--- config.mk ---
export PLATFORM = sky130hd
export DESIGN_NAME = seq_det_ctrl
export DESIGN_NICKNAME = d
export VERILOG_FILES = /design/src/rtl/seq_det_pkg.sv /design/src/rtl/seq_match_core.sv /design/src/rtl/seq_det_ctrl.sv
export SDC_FILE = /design/constraint.sdc
export NUM_CORES = 1
export LEC_CHECK = 0
export ABC_AREA = 1
export CAP_MARGIN = 20
export CORE_ASPECT_RATIO = 0.6
export CORE_MARGIN = 4
export CORE_UTILIZATION = 57
export CTS_CLUSTER_SIZE = 25
export DETAILED_ROUTE_END_ITERATION = 7
export PLACE_DENSITY = 0.85
export SYNTH_ARGS = -nofsm -noshare
export SYNTH_HDL_FRONTEND = slang
export SYNTH_SLANG_ARGS = --single-unit
--- constraint.sdc ---
create_clock -name clk -period 3.2 [get_ports clk]
set_clock_uncertainty 0.2 [all_clocks]
set_input_delay 0.96 -clock clk [delete_from_list [all_inputs] [get_ports clk]]
set_output_delay 0.96 -clock clk [all_outputs]
set_load 0.005 [all_outputs]
--- src/rtl/seq_det_pkg.sv ---
// Shared types and default sizing for the programmable serial sequence detector.
package seq_det_pkg;

    localparam int unsigned SEQ_MAX_LEN = 8;
    localparam int unsigned SEQ_LEN_W   = 4;
    localparam int unsigned SEQ_CNT_W   = 8;

    typedef enum logic [1:0] {
        IDLE = 2'd0,
        RUN  = 2'd1,
        DONE = 2'd2
    } state_t;

endpackage

--- src/rtl/seq_match_core.sv ---
// Serial history shift register with a length-masked pattern compare.
// The match output is combinational on the post-shift history and bit count.
module seq_match_core
    import seq_det_pkg::*;
#(
    parameter int unsigned MAX_LEN = SEQ_MAX_LEN,
    parameter int unsigned LEN_W   = SEQ_LEN_W
) (
    input  logic               clk,
    input  logic               rst,
    input  logic               clear,
    input  logic               shift,
    input  logic               din,
    input  logic               flush,
    input  logic [MAX_LEN-1:0] pattern,
    input  logic [LEN_W-1:0]   len,
    output logic               match
);

    logic [MAX_LEN-1:0] hist_q;
    logic [MAX_LEN-1:0] hist_d;
    logic [MAX_LEN-1:0] mask;
    logic [LEN_W-1:0]   seen_q;
    logic [LEN_W-1:0]   seen_d;

    always_comb begin
        hist_d = {hist_q[MAX_LEN-2:0], din};
        seen_d = (seen_q >= LEN_W'(MAX_LEN)) ? LEN_W'(MAX_LEN) : seen_q + LEN_W'(1);
        mask   = '0;
        for (int unsigned i = 0; i < MAX_LEN; i++) begin
            mask[i] = (LEN_W'(i) < len);
        end
        match = shift && (((hist_d ^ pattern) & mask) == '0) && (seen_d >= len);
    end

    always_ff @(posedge clk) begin
        if (rst || clear) begin
            hist_q <= '0;
            seen_q <= '0;
        end else if (shift) begin
            hist_q <= hist_d;
            // Non-overlap: forget the matched bits so they cannot seed the next hit.
            seen_q <= (match && flush) ? '0 : seen_d;
        end
    end

endmodule

--- src/rtl/seq_det_ctrl.sv ---
// Controller around seq_match_core: config port, IDLE/RUN/DONE FSM,
// saturating hit counter and registered detect pulse.
module seq_det_ctrl
    import seq_det_pkg::*;
#(
    parameter int unsigned MAX_LEN = SEQ_MAX_LEN,
    parameter int unsigned LEN_W   = SEQ_LEN_W,
    parameter int unsigned CNT_W   = SEQ_CNT_W
) (
    input  logic               clk,
    input  logic               rst,
    input  logic               cfg_valid,
    output logic               cfg_ready,
    input  logic [MAX_LEN-1:0] cfg_pattern,
    input  logic [LEN_W-1:0]   cfg_len,
    input  logic               cfg_overlap,
    input  logic [CNT_W-1:0]   cfg_target,
    input  logic               start,
    input  logic               stop,
    input  logic               in_valid,
    input  logic               in,
    output logic               detected,
    output logic [CNT_W-1:0]   hit_count,
    output logic               busy,
    output logic               done,
    output logic               cfg_err
);

    state_t             state_q;
    state_t             state_d;
    logic [MAX_LEN-1:0] pat_q;
    logic [LEN_W-1:0]   len_q;
    logic               ovl_q;
    logic [CNT_W-1:0]   tgt_q;
    logic               loaded_q;
    logic               err_q;
    logic [CNT_W-1:0]   hit_q;
    logic [CNT_W-1:0]   hit_inc;
    logic               det_q;
    logic               cfg_hs;
    logic               shift;
    logic               enter_run;
    logic               match;

    always_comb begin
        cfg_ready = (state_q == IDLE) && !rst;
        cfg_hs    = cfg_valid && cfg_ready;
        // stop wins over a completing bit, so the bit is not even shifted in.
        shift     = (state_q == RUN) && in_valid && !stop;
        hit_inc   = (hit_q == '1) ? hit_q : hit_q + CNT_W'(1);
        state_d   = state_q;
        unique case (state_q)
            IDLE: if (start && !cfg_hs && loaded_q && !err_q) state_d = RUN;
            RUN: begin
                if (stop) state_d = IDLE;
                else if (match && (tgt_q != '0) && (hit_inc == tgt_q)) state_d = DONE;
            end
            DONE: if (start) state_d = RUN;
            default: state_d = IDLE;
        endcase
        enter_run = (state_d == RUN) && (state_q != RUN);
    end

    seq_match_core #(
        .MAX_LEN (MAX_LEN),
        .LEN_W   (LEN_W)
    ) u_core (
        .clk     (clk),
        .rst     (rst),
        .clear   (enter_run),
        .shift   (shift),
        .din     (in),
        .flush   (!ovl_q),
        .pattern (pat_q),
        .len     (len_q),
        .match   (match)
    );

    always_ff @(posedge clk) begin
        if (rst) begin
            state_q  <= IDLE;
            pat_q    <= '0;
            len_q    <= '0;
            ovl_q    <= 1'b0;
            tgt_q    <= '0;
            loaded_q <= 1'b0;
            err_q    <= 1'b0;
            hit_q    <= '0;
            det_q    <= 1'b0;
        end else begin
            state_q <= state_d;
            det_q   <= match;
            if (enter_run)  hit_q <= '0;
            else if (match) hit_q <= hit_inc;
            if (cfg_hs) begin
                pat_q    <= cfg_pattern;
                len_q    <= cfg_len;
                ovl_q    <= cfg_overlap;
                tgt_q    <= cfg_target;
                err_q    <= (cfg_len == '0) || (cfg_len > LEN_W'(MAX_LEN));
                loaded_q <= 1'b1;
            end
        end
    end

    assign detected  = det_q;
    assign hit_count = hit_q;
    assign busy      = (state_q == RUN);
    assign done      = (state_q == DONE);
    assign cfg_err   = err_q;

endmodule
Word level (Yosys, flattened, before mapping)
Index checks and enable logic that the tools add are counted.

Add/subtract/negate cells: 2. Order comparisons: 11. Equal/unequal tests: 6. Mux-type cells: 8. Bitwise logic cells: 2. Reductions and logical operators: 25.

Operator list (count): $lt 3x4->1 const A (4); $logic_and 1x1->1 (13); $add 8x1->8 const B (1); $and 8x8->8 (1); $eq 8x8->1 (1); $eq 8x8->1 const B (1); $logic_not 8->1 (1); $lt 1x4->1 const A (2); $lt 2x4->1 const A (2); $mux 2 (4); $mux 4 (2); $mux 8 (1); $reduce_bool 8->1 (1); $xor 8x8->8 (1); $pmux 2 s3 (1); $logic_not 1->1 (5); $add 4x1->4 const B (1); $eq 2x1->1 const B (2); $ge 4x4->1 (1); $ge 4x4->1 const B (1); $gt 4x4->1 const B (1); $logic_not 4->1 (1); $eq 2x2->1 const B (1); $logic_not 2->1 (1); 3 further kinds (4).

Flip-flop bits (word level): 45. Input bits: 28. Output and inout port bits: 13. Logic and storage cells: 65.

Longest topological paths before layout
Gate-level depths: netlist (run 1).

Word-level depth: 13. Depth in mapped cells: 15. Depth with buffers taken out: 14.

Cells and area by module
A second synthesis (run 1) with hierarchy kept.

Cells, all modules: 375. Area, all modules: 2576.2 µm².

Modules (own cells, without submodules): seq_det_ctrl (times used 1, cells each 243, area an instance 1735.4 µm², sequential area each 680.7 µm²); seq_match_core (times used 1, cells each 132, area an instance 840.8 µm², sequential area each 220.2 µm²).

Least setup slack after synthesis (run 1)
OpenSTA, ideal clock, no wires.

Kind: input port to output port. Start: input rst. End: output cfg_ready. Arrival time: 1.066 ns. Data required time: 2.040 ns. Setup slack: 0.974 ns. Stages: 1. Buffers on the path: 0. Cells stage by stage: nor2_1.

Cells in the longest elaborated chain, start to end: 2.

RTL lines: from (decl) (RTL line seq_det_ctrl.sv:11) `input logic rst,`; $logic_not 1->1 (RTL line seq_det_ctrl.sv:46) `cfg_ready = (state_q == IDLE) && !rst;`; $logic_and 1x1->1 (RTL line seq_det_ctrl.sv:46); to (decl) (RTL line seq_det_ctrl.sv:13) `output logic cfg_ready,`.

No other way between the ends.

Final worst setup path (run 1)
Same ends and word-level chain as after synthesis.

==> results of run 1 <==
==> state kept, by name, indices dropped and copies added (netlist names) <==
name           count
len_q              4
loaded_q           1
hit_count          8
pat_q              8
detected           1
ovl_q              1
state_q            2
cfg_err            1
u_core.hist_q      7
u_core.seen_q      4
tgt_q              8
==> where the power goes <==
group | total [mW] | switching [mW] | internal (mW)
combinational | 0.176 | 0.0954 | 0.0808
sequential | 0.605 | 0.0201 | 0.585
clock | 0.447 | 0.193 | 0.255
==> cells in the final DEF (no fill, tap or decap), types with 7 or more instances in the layout <==
master	count
ha_1	7
buf_4	7
dfxtp_1	45
o21ai_0	32
nand3_1	29
nand2_1	101
clkdlybuf4s50_1	39
inv_1	42
nor2_1	32
a21oi_1	30
==> worst max-delay path, stage by stage <==
cell	delay, ns
clkdlybuf4s50_1	0.49
nor2_1	0.06
dlygate4sd2_1	0.26
==> cell families after synthesis <==
| group | Yosys count | synth area share [%] |
|---|---|---|
| xor gates and xnor gates | 5 | 1.82 |
| AOI/OAI and AO/OA | 69 | 15.3 |
| DFF | 45 | 37.5 |
| and+or+nand+nor | 180 | 32.4 |
| adders and majority gates | 7 | 3.65 |
| buffers and inverters | 56 | 9.37 |
==> final cells by class <==
type | instances | area [um2]
timing repair buffer | 47 | 452
inverter | 46 | 173
tap | 57 | 71.3
multi-input combinational | 261 | 1280
clock inverter | 1 | 30.0
fill | 311 | 861
clock buffer | 7 | 86.3
sequential | 45 | 901
==> layer usage <==
layer	vias up	wire, um
met2	118	2330
met4	0	52
li1	1248	-
met3	9	776
met1	1067	3120
met5	-	0
==> stage by stage <==
step	total power [mW]	setup slack (ns)	util (%)	hold slack, ns	instances
after CTS	1.23	0.269	77.6	0.259	464
final	1.23	0.277	77.6	0.260	464
after global routing	1.29	0.216	77.6	0.300	464
after detailed placement	0.789	0.00478	74.7	0.247	456
after floorplan	0.714	0.974	-	0.230	362
after global placement	0.784	0.0505	74.7	0.242	456
==> worst max-delay path by stage <==
stage | cells past startpoint | slack [ns] | end
final | 3 | 0.28 | cfg_ready
after global routing | 3 | 0.22 | cfg_ready
after CTS | 3 | 0.27 | cfg_ready
after detailed placement | 3 | 0.005 | cfg_ready
after global placement | 3 | 0.05 | cfg_ready
after floorplan | 1 | 0.97 | cfg_ready
==> metrics.md, run 1 <==
| Metric | Value |
|---|---|
| Commonest cells post-synth | nand2_1 (101), dfxtp_1 (45), inv_1 (42) |
| Max cap viols | 0 |
| Setup violators final | 0 |
| Worst-skew pair later-pin latency | 0.30 ns |
| Via density | between 5 and 6 |
| CTS Sinks | 45 |
| Yosys top cell area share | between 30% and 40% |
| TritonCTS clock tree | built |
| Met2 Usage GRT | 33.7% |
| Routed WL | 6.27 mm |
| Area Growth Syn to Fin | 24.4% |
| Status | finished, final reports clean |
| Vias | 2,442 |
| Critical path arrival | 1.76 ns |
| Hold_sp | ovl_q$_SDFFE_PP0P_ |
| Lkg Pwr | approximately 1.3 nW |
| Hold path cells | 2 |
| GRT Overall Usage | 25.0% |
| Largest net degree at the start of global routing | 23 |
| Top-count cell post-synth | nand2_1 |
| Mean Syn Cell Area | 6.64 um2 |
| Crit Path Max Fanout | 2 |
| Routability cong. | 0.850 |
| R2R depth | 15 |
| Yosys cell types | 33 |
| Max frequency | 342 MHz |
| IO buf count | 40 |
| Rel. slew slack | 69.3% |
| Post-placement cell area | 2870 um2 |
| TNS Setup | 0 ns |
| Reg2reg setup slack | 0.70 ns |
| Global route hottest layer | met1 |
| Worst Hold End | ovl_q$_SDFFE_PP0P_ |
| Met1 Usage GRT | 37.4% |
| Synth Instances | 362 |
| Antenna Nets Post-Route | 0 |
| RSZ-0062 raised after global routing | no |
| Initial antenna violation count | 0 |
| #FFs+latches synth | 45 |
| Period utilization | around nine tenths |
| Synth area leader | dfxtp_1 |
| First-pass GRT wire length | 10.5 mm |
| Setup CP Type | input pin to output port |
| 1st-iter DRT viols | 237 |
| Min-Delay Path Class | flop to flop |
| DP Wirelength | about 4.7 mm |
| Worst-path clk slew | 0.08 ns |
| Post-CTS setup buffer count | 0 |
| Antenna Cells | 0 |
| Number of CTS-inserted buffers | 5 |
| Number of synthesized flops with an enable pin | 0 |
| Final Hold Vio Count | 0 |
| Reg-to-Reg Start | u_core.seen_q[0]$_SDFFE_PP0P_ |
| CTS max path bufs | 2 |
| Min Tclk post-route | approximately 3 ns |
| Initial core utilization | 62.4% |
| Main flop type after synthesis | dfxtp_1 |
| Grt total ovfl | 0 |
| Async SR Flop Fraction | 0% |
| WP data required | 2.04 ns |
| Iteration count of the initial detailed-routing pass | 5 |
| Die area | 5350 um2 |
| Syn nets | 397 |
| YS warnings | 0 |
| Largest cells by area after synthesis | dfxtp_1 (38%), nand2_1 (16%), o21ai_0 (6.7%) |
| Nets | 441 |
| Worst Setup SP | rst |
| Drc violations | 0 |
| # H-tree levels | 2 |
| FP Rows | 17 |
| Post_cts resized | 1 |
| Die height | between 50 and 60 um |
| Crit start category | input pin |
| Post-route design area | 2990 um2 |
| R2R Path End | hit_count[4]$_SDFFE_PP0P_ |
| Average wire per standard cell | 13.5 um |
| Pins Over Slew Limit | 0 |
| Pwr per Cell Area | 411 nW/um2 |
| GR Util met3 | 8.69% |
| Seq/Total Area, Yosys | 37.5% |
| Fraction of layout instances using a drive strength above 1 | 7.62% |
| Vias in the first global route | 2,180 |
| CORE AREA | 3850 um2 |
| Cell Area, Synth | 2400 um2 |
| Peak VDD IR | 0.322 mV |
| Tightest Pin Transition | 0.456 ns |
| Post-CTS Hold Buffers | 0 |
| CP Capture Type | output port |
| Root buffer cell | clkbuf_8 |
| Die Width | 91.8 um |
| IO Count | 41 |
No activity file was read; power rests on OpenSTA's default activity.
==> run 2: changes to the inputs <==
CTS_CLUSTER_DIAMETER = 30   (was not set)
==> results of run 2 <==
Final layout, timing and power as in run 1 (identical DEF).
